--- config.mk ---
export PLATFORM = sky130hd
export DESIGN_NAME = alu_mul_seq
export DESIGN_NICKNAME = d
export VERILOG_FILES = /design/src/rtl/alu_mul_seq.sv
export SDC_FILE = /design/constraint.sdc
export NUM_CORES = 1
export LEC_CHECK = 0
export ABC_AREA = 0
export CORE_MARGIN = 1
export CORE_UTILIZATION = 47
export CTS_BUF_LIST = sky130_fd_sc_hd__clkbuf_4 sky130_fd_sc_hd__clkbuf_8
export DETAILED_ROUTE_END_ITERATION = 10
export DONT_BUFFER_PORTS = 1
export PLACE_DENSITY = 0.73
export SYNTH_ARGS = -nofsm -noshare
export SYNTH_HDL_FRONTEND = slang
export SYNTH_SLANG_ARGS = --single-unit
--- constraint.sdc ---
create_clock -name clk -period 3 [get_ports clk]
set_input_delay 0.6 -clock clk [delete_from_list [all_inputs] [get_ports clk]]
set_output_delay 0.6 -clock clk [all_outputs]
set_load 0.05 [all_outputs]
--- src/rtl/alu_mul_seq.sv ---
// rtl/alu_mul_seq.sv - shift-add 16x16 low-half multiply sequencer driving a shared ALU
//
// Computes product = (a * b) mod 2^16 by stepping the external ALU through
// ADD / SHL / SHR cycles. One ALU operation per clock; the ALU result is
// captured at the end of the cycle in which it is requested.
//
// Optional feature: define MUL_EARLY_EXIT_EN to end the loop as soon as the
// shifted multiplier reaches zero (and to skip the loop entirely for b == 0).
// Without it, every request runs 16 iterations (done in cycle 49).
//
// Ports:
//   clk          in   rising-edge clock
//   reset        in   synchronous, active-high
//   start        in   request a multiply (sampled only while idle)
//   a, b         in   multiplicand / multiplier, latched on accepted start
//   busy         out  high from the cycle after an accepted start through done
//   done         out  one-cycle pulse, product valid from this cycle on
//   product      out  low 16 bits of a*b, held until the next result
//   alu_a        out  ALU operand a
//   alu_b        out  ALU operand b
//   alu_control  out  ALU opcode (000 add, 011 shift left, 100 shift right)
//   alu_result   in   ALU result, combinational
//   alu_zero     in   ALU zero flag, combinational
module alu_mul_seq (
  input  logic        clk,
  input  logic        reset,
  input  logic        start,
  input  logic [15:0] a,
  input  logic [15:0] b,
  output logic        busy,
  output logic        done,
  output logic [15:0] product,
  output logic [15:0] alu_a,
  output logic [15:0] alu_b,
  output logic [2:0]  alu_control,
  input  logic [15:0] alu_result,
  input  logic        alu_zero
);

  localparam logic [2:0] OP_ADD = 3'b000;
  localparam logic [2:0] OP_SHL = 3'b011;
  localparam logic [2:0] OP_SHR = 3'b100;

  typedef enum logic [2:0] {
    S_IDLE,
    S_ADD,
    S_SHL,
    S_SHR,
    S_DONE
  } state_e;

  state_e      state_q, state_d;
  logic [15:0] acc_q, acc_d;
  logic [15:0] mcand_q, mcand_d;
  logic [15:0] mplier_q, mplier_d;
  logic [15:0] product_q, product_d;
  logic [3:0]  iter_q, iter_d;
  logic        exit_shr;
  logic        zero_skip;

`ifdef MUL_EARLY_EXIT_EN
  // alu_zero reflects the freshly shifted multiplier during SHR. The iter
  // bound can never fire first (16 right shifts always reach zero) but keeps
  // the loop bounded by construction.
  assign exit_shr  = alu_zero || (iter_q == 4'd15);
  assign zero_skip = (b == 16'd0);
`else
  logic unused_alu_zero;
  assign unused_alu_zero = alu_zero;
  assign exit_shr  = (iter_q == 4'd15);
  assign zero_skip = 1'b0;
`endif

  always_comb begin
    state_d     = state_q;
    acc_d       = acc_q;
    mcand_d     = mcand_q;
    mplier_d    = mplier_q;
    iter_d      = iter_q;
    product_d   = product_q;
    alu_a       = 16'd0;
    alu_b       = 16'd0;
    alu_control = OP_ADD;

    case (state_q)
      S_IDLE: begin
        if (start) begin
          acc_d    = 16'd0;
          mcand_d  = a;
          mplier_d = b;
          iter_d   = 4'd0;
          if (zero_skip) begin
            // acc is not yet cleared this cycle, so write the zero result directly.
            product_d = 16'd0;
            state_d   = S_DONE;
          end else begin
            state_d = S_ADD;
          end
        end
      end
      S_ADD: begin
        alu_a       = acc_q;
        alu_b       = mplier_q[0] ? mcand_q : 16'd0;
        alu_control = OP_ADD;
        acc_d       = alu_result;
        state_d     = S_SHL;
      end
      S_SHL: begin
        alu_a       = mcand_q;
        alu_b       = 16'd1;
        alu_control = OP_SHL;
        mcand_d     = alu_result;
        state_d     = S_SHR;
      end
      S_SHR: begin
        alu_a       = mplier_q;
        alu_b       = 16'd1;
        alu_control = OP_SHR;
        mplier_d    = alu_result;
        iter_d      = iter_q + 4'd1;
        if (exit_shr) begin
          // acc already holds the final sum; register it on entry to DONE.
          product_d = acc_q;
          state_d   = S_DONE;
        end else begin
          state_d = S_ADD;
        end
      end
      S_DONE: begin
        state_d = S_IDLE;
      end
      default: begin
        state_d = S_IDLE;
      end
    endcase
  end

  always_ff @(posedge clk) begin
    if (reset) begin
      state_q   <= S_IDLE;
      acc_q     <= 16'd0;
      mcand_q   <= 16'd0;
      mplier_q  <= 16'd0;
      iter_q    <= 4'd0;
      product_q <= 16'd0;
    end else begin
      state_q   <= state_d;
      acc_q     <= acc_d;
      mcand_q   <= mcand_d;
      mplier_q  <= mplier_d;
      iter_q    <= iter_d;
      product_q <= product_d;
    end
  end

  assign busy    = (state_q != S_IDLE);
  assign done    = (state_q == S_DONE);
  assign product = product_q;

endmodule

==> results of run 1 <==
[cell usage after synthesis, types with 2 or more instances]
cell,n
dfxtp_1,71
nand2_1,51
a21oi_1,34
mux2i_1,33
clkbuf_1,20
nor2_1,18
o21ai_0,17
a22oi_1,16
mux2_2,16
o32a_1,16
and3_1,15
buf_2,13
a211oi_2,10
o221a_1,10
a211oi_1,6
o221a_2,6
buf_1,4
buf_4,4
buf_6,4
nor3_1,4
inv_1,3
nand3_1,3
nor2b_1,2
[registers in the layout, indices dropped and copies added (netlist names)]
name,count
iter_q,4
state_q,3
mplier_q,16
mcand_q,16
product,16
acc_q,16
[final timing paths]
path                           start  cells past startpoint  slack [ns]                   endpoint
max          state_q[1]$_SDFFE_PP0P_                      5        0.40                  alu_b[15]
min                            reset                      1        0.31      acc_q[8]$_SDFFE_PP0P_
max reg2reg  state_q[0]$_SDFFE_PP0P_                      4        0.51  mplier_q[13]$_SDFFE_PP0P_
min reg2reg   acc_q[10]$_SDFFE_PP0P_                      2        0.49   product[10]$_SDFFE_PP0P_
[routing by layer]
layer,part of all wire,up-vias,GRT usage
met5,0,-,0
met4,0.024,0,0.1035
met3,0.087,24,0.06430
met2,0.44,147,0.3577
met1,0.45,1499,0.3542
li1,-,1485,-
[kinds of logic (layout without fill, tap and decap cells)]
kind of cell / after synthesis / in the layout
compound gates: 121 / 121
xor+xnor: 1 / 1
fa+ha+maj: 1 / 1
buf+inv: 50 / 66
flops: 71 / 71
mux: 49 / 49
simple gates: 103 / 103
[through the flow]
| stage | setup WS [ns] | total power, mW | std cells | hold WS [ns] | instance area [um2] |
|---|---|---|---|---|---|
| detailed placement | 0.5885 | 1.902 | 495 | 0.4743 | 4084 |
| floorplan | 0.4810 | 1.749 | 396 | 0.4452 | 3635 |
| CTS | 0.4019 | 2.628 | 511 | 0.2939 | 4272 |
| global route | 0.2835 | 2.744 | 511 | 0.2865 | 4272 |
| global placement | 0.5921 | 1.886 | 495 | 0.4604 | 4084 |
| finish | 0.3984 | 2.632 | 511 | 0.3081 | 4272 |
[layout make-up]
type / count / area [um2] / share of cell area
Tap cell: 99 / 123.9 / 0.02900
Clock buffer: 9 / 123.9 / 0.02900
Inverter: 4 / 15.01 / 0.003515
Sequential cell: 71 / 1421 / 0.3327
Multi-Input combinational cell: 275 / 1958 / 0.4584
Clock inverter: 7 / 63.81 / 0.01494
Timing Repair Buffer: 46 / 565.5 / 0.1324
[power by group]
| part | switching, mW | total [mW] | internal [mW] | leakage, nW |
|---|---|---|---|---|
| clock | 0.419 | 0.737 | 0.318 | 0.0903 |
| combinational | 0.470 | 0.772 | 0.301 | 0.893 |
| sequential | 0.0822 | 1.12 | 1.04 | 0.582 |
| total | 0.971 | 2.63 | 1.66 | 1.57 |
[worst max-delay path, delay by kind of cell, from the launching register on]
kind / cells / cell delay (ns)
buffers and inverters: 3 / 0.65
flip-flops: 1 / 0.33
AND/OR/NAND/NOR: 2 / 0.67
[placed cells by master (no fill, tap or decap), drive strengths merged]
master     n
or2        1
nand4      1
nor4       1
and2       1
o311ai     1
clkinvlp   2
o32ai      1
o32a      16
a211oi    16
mux2i     33
clkinv     2
a32o       1
nor2      18
clkbuf     9
o21ba      1
a31o       1
nor2b      2
mux2      16
buf       46
nor3       5
ha         1
o21ai     18
and3b      1
a22oi     16
dfxtp     71
inv        7
nor3b      2
and3      15
or4        1
a21oi     34
nand3      3
nand2     51
xnor2      1
nand2b     1
o221a     16
==> metrics.cfg, run 1 <==
[clock_network]
htree_levels=3
cts_buffers=9
postCtsSetupBuffers=0
clockBufferDepth=2
cts_tree=built
clkSlewWorstSetupHoldPaths_ns=0.09
cts_root_buffer=clkbuf_8
cts.sinks=71
clkLatencyLatePin_ns=0.36
cts_resized=0
postCtsHoldBufs=0

[timing]
report.final.slew_viol_count=0
fmax_mhz=384.4
min_period_over_period=0.8672
finalCriticalPeriod_ns=2.602
final_hold_viol_count=0
setup_viol=0
final.setup.tns_ns=0
fin_skew_ns=0.01227
max_slew_margin=0.3839
tightest_slew_ns=0.9207
rsz0062_at_grt=false

[logic_synthesis]
synth_compound_area_frac=0.2578
ys_async_sr_fraction=0
synth_top_area_frac=0.3910
ys_ff_latch=71
synth_area_leader_cell=dfxtp_1
netlist_area_um2=3635
synthFlopType=dfxtp_1
synth_mux_area_frac=0.1404
synth_cells=396
synth_edf_count=0
ys_seq_area_frac=0.3910
synth_xor_area_frac=0.002410
synth.distinct_cells=43
synthTopCellsByArea=dfxtp_1 (39%), mux2i_1 (9.1%), nand2_1 (5.3%), mux2_2 (5.0%), a21oi_1 (4.7%)
avgSynthCellArea_um2=9.179
synth_nets=449
yosys.area_share.simple=0.1332
synth_top_family_by_area=compound AO/OA/AOI/OAI gates
synthAdderAreaFrac=0.003442
ys_warn_count=0

[grt]
grt_pass1_vias=2925
grt_pass1_wl_mm=15.95
antenna_found_initial=0
grt_usage=0.2495
grt_max_degree=43
grt.overflow.total=0

[detailed_routing]
wl_per_cell_um=19.61
wirelength_mm=10.02
vias=3155
drtIter0Drc=338
drtPass1Iterations=5
drc=0
antenna_left=0
via_per_inst=6.174

[die]
fp-row-count=31
initial_utilization=0.4932
die_h_um=89.94
fp.dieArea_um2=8089
die_w_um=89.94
io_pins=105
design.core.area_um2=7370

[worst_setup_path]
slowest_delay_ns=0.44
crit_type=reg -> out
arrival_ns=2.00
endpoint_kind=output pin
setup.worst_path.start_class=flip-flop
path_max_fanout=28
cpMostUsedCell=buf_4
slowest_stage=nor3b_2
cp.required_ns=2.40
crit_chain=buf_4 > nor3b_2 > buf_4 > and3_1 > buf_12

[finish]
area_growth_pct=17.52
antennaDiodeCount=0
nFillCells=670
fin_nets=460
post-route-util=0.5796
drive_gt1_frac=0.2379

[hold_path]
hold_class=in -> reg

[place]
hpwl_mm=6.903
gp_congestion=0.8325
port_buffers=0

[outcome]
status=complete, no violations

[power_and_ir_drop]
ir_drop_v=0.0003429
leakage_nw=1.565
power_density_nw_per_um2=616.1

[job]
cap_violations=0

Power figures use the tool's default switching activity.
==> run 2, diff against run 1 <==
--- a/config.mk
+++ b/config.mk
@@ -9,6 +9,7 @@
 export CORE_MARGIN = 1
 export CORE_UTILIZATION = 47
 export CTS_BUF_LIST = sky130_fd_sc_hd__clkbuf_4 sky130_fd_sc_hd__clkbuf_8
+export CTS_CLUSTER_DIAMETER = 120
 export DETAILED_ROUTE_END_ITERATION = 10
 export DONT_BUFFER_PORTS = 1
 export PLACE_DENSITY = 0.73
==> results of run 2 <==
Same layout as run 1: the final DEF is identical, and so are final timing and power.
==> run 3, diff against run 2 <==
--- a/config.mk
+++ b/config.mk
@@ -13,6 +13,7 @@
 export DETAILED_ROUTE_END_ITERATION = 10
 export DONT_BUFFER_PORTS = 1
 export PLACE_DENSITY = 0.73
+export RECOVER_POWER = 25
 export SYNTH_ARGS = -nofsm -noshare
 export SYNTH_HDL_FRONTEND = slang
 export SYNTH_SLANG_ARGS = --single-unit
==> constraint.sdc (replaced) <==
create_clock -name clk -period 3.1 [get_ports clk]
set_input_delay 0.62 -clock clk [delete_from_list [all_inputs] [get_ports clk]]
set_output_delay 0.62 -clock clk [all_outputs]
set_load 0.05 [all_outputs]
==> metrics.cfg, run 3 (synthesized netlist as in run 1, its figures left out) <==
[outcome]
status=complete, no violations

[worst_setup_path]
cpMostUsedCell=buf_4
arrival_ns=1.97  ; -0.03 ns
worstRegToRegCells=4  ; unchanged
setup.worst_path.start_class=flip-flop
worstSetupPathDepth=5  ; unchanged
crit_chain=buf_4 > nor3b_2 > buf_4 > a32o_1 > buf_12
crit_buf_inv=3  ; unchanged
slowest_stage=nor3b_2
path_max_fanout=18  ; -36%
crit_type=reg -> out
cp.required_ns=2.48  ; +0.08 ns
slowest_delay_ns=0.44  ; about the same
critical-path-top-delay-family=buffers and inverters
endpoint_kind=output pin

[detailed_routing]
vias=3152  ; -0.095%
antenna_left=0  ; unchanged
wirelength_mm=10.04  ; +0.16%
drtPass1Iterations=5  ; unchanged
drtIter0Drc=326  ; -3.6%
via_per_inst=6.144  ; -0.48%
wl_per_cell_um=19.57  ; -0.23%
drc=0  ; unchanged

[finish]
drive_gt1_frac=0.2367  ; -0.001149
finalNonFillerCells=513  ; +0.39%
final_cell_mix=dfxtp_1 (71), nand2_1 (51), a21oi_1 (34), mux2i_1 (33), buf_4 (30)
fin_nets=462  ; +0.43%
final_common_cell=dfxtp_1
area_growth_pct=17.93
antennaDiodeCount=0  ; unchanged

[timing]
final_hold_viol_count=0  ; unchanged
finalCriticalPeriod_ns=2.589
fmax_mhz=386.2
report.final.slew_viol_count=0  ; unchanged
final.setup.tns_ns=0  ; unchanged
min_period_over_period=0.8352
fin_skew_ns=0.01039  ; -0.001878 ns
tightest_slew_ns=0.8872  ; -0.03353 ns
rsz0062_at_grt=false
max_slew_margin=0.4064  ; +0.02244
setup_viol=0  ; unchanged

[place]
gp_congestion=0.8508  ; +2.2%
port_buffers=0  ; unchanged
hpwl_mm=7.039  ; +2.0%
numPlacedInstances=497  ; +0.40%

[clock_network]
postCtsHoldBufs=0  ; unchanged
cts.sinks=71  ; unchanged
cts_buffers=9  ; unchanged
clkSlewWorstSetupHoldPaths_ns=0.09  ; about the same
clkLatencyLatePin_ns=0.36  ; about the same
clockBufferDepth=2  ; unchanged
htree_levels=3  ; unchanged
cts_resized=0  ; unchanged
postCtsSetupBuffers=0  ; unchanged
cts_tree=built
cts_root_buffer=clkbuf_8

[grt]
grt_pass1_vias=2962  ; +1.3%
grt_max_degree=47  ; +9.3%
grt.overflow.total=0  ; unchanged
grt_pass1_wl_mm=15.95  ; about the same
grt_usage=0.2485  ; -0.0009933
antenna_found_initial=0  ; unchanged

[die]
fp.dieArea_um2=8089  ; unchanged
die_h_um=89.94  ; unchanged
io_pins=105  ; unchanged
die_w_um=89.94  ; unchanged
design.core.area_um2=7370  ; unchanged
initial_utilization=0.4932  ; unchanged
fp-row-count=31  ; unchanged

[power_and_ir_drop]
leakage_nw=1.580  ; +0.94%
power_density_nw_per_um2=608.0  ; -1.3%
ir_drop_v=0.0003265  ; -4.8%

[hold_path]
hold_depth=1  ; unchanged
hold_class=in -> reg

[job]
cap_violations=0  ; unchanged

-- run 3: cell types whose count changed in the layout (fill, tap and decap cells not counted), sizes merged --
cell	delta
buf	+1
bufinv	+1
clkbuf	+1
inv	-1
-- run 3: final cells by class --
cell class                      instances  area [um2]
Inverter                                4       15.01
Tap cell                               99       123.9
Fill cell                             638        3083
Clock inverter                          7       80.08
Timing Repair Buffer                   48       564.3
Sequential cell                        71        1421
Multi-Input combinational cell        275        1958
Clock buffer                            9       123.9
-- run 3: final timing paths --
| path | startpoint | endpoint | slack [ns] |
|---|---|---|---|
| worst max-delay path | state_q[1]$_SDFFE_PP0P_ | alu_b[0] | 0.51 |
| worst min-delay path | reset | acc_q[7]$_SDFFE_PP0P_ | 0.33 |
| worst max register to register | state_q[0]$_SDFFE_PP0P_ | mplier_q[13]$_SDFFE_PP0P_ | 0.52 |
| worst min register to register | acc_q[8]$_SDFFE_PP0P_ | product[8]$_SDFFE_PP0P_ | 0.48 |
-- run 3: per-stage QoR --
stage	hold WS, ns	total power [mW]	worst slack, ns	area, um2	util
finish	0.3307	2.606	0.5110	4287	0.5817
global route	0.3071	2.705	0.4292	4287	0.5817
CTS	0.3146	2.599	0.5229	4290	0.5822
detailed placement	0.4745	1.845	0.8820	4086	0.5545
global placement	0.4615	1.827	0.9025	4086	0.5545
floorplan	0.4452	1.692	0.5610	3635	-
-- run 3: where the power goes --
part           switching, mW  total [mW]  internal [mW]
Sequential            0.0745        1.08           1.01
Combinational          0.458       0.751          0.292
Clock                  0.393       0.774          0.381
Total                  0.925        2.61           1.68
-- run 3: worst reg2reg max path, stage by stage, from the launching register on --
cell and delay [ns]:
dfxtp_1 0.35, clkbuf_1 0.50, and3b_1 0.66, a31o_1 0.69
o221a_2 0.33
-- run 3: per-layer routing --
layer	global-route usage	routed length (um)	vias up
met5	0	0	-
met4	0.08199	167	0
met3	0.06937	892	16
met2	0.3737	4533	156
met1	0.3430	4446	1490
li1	-	-	1490
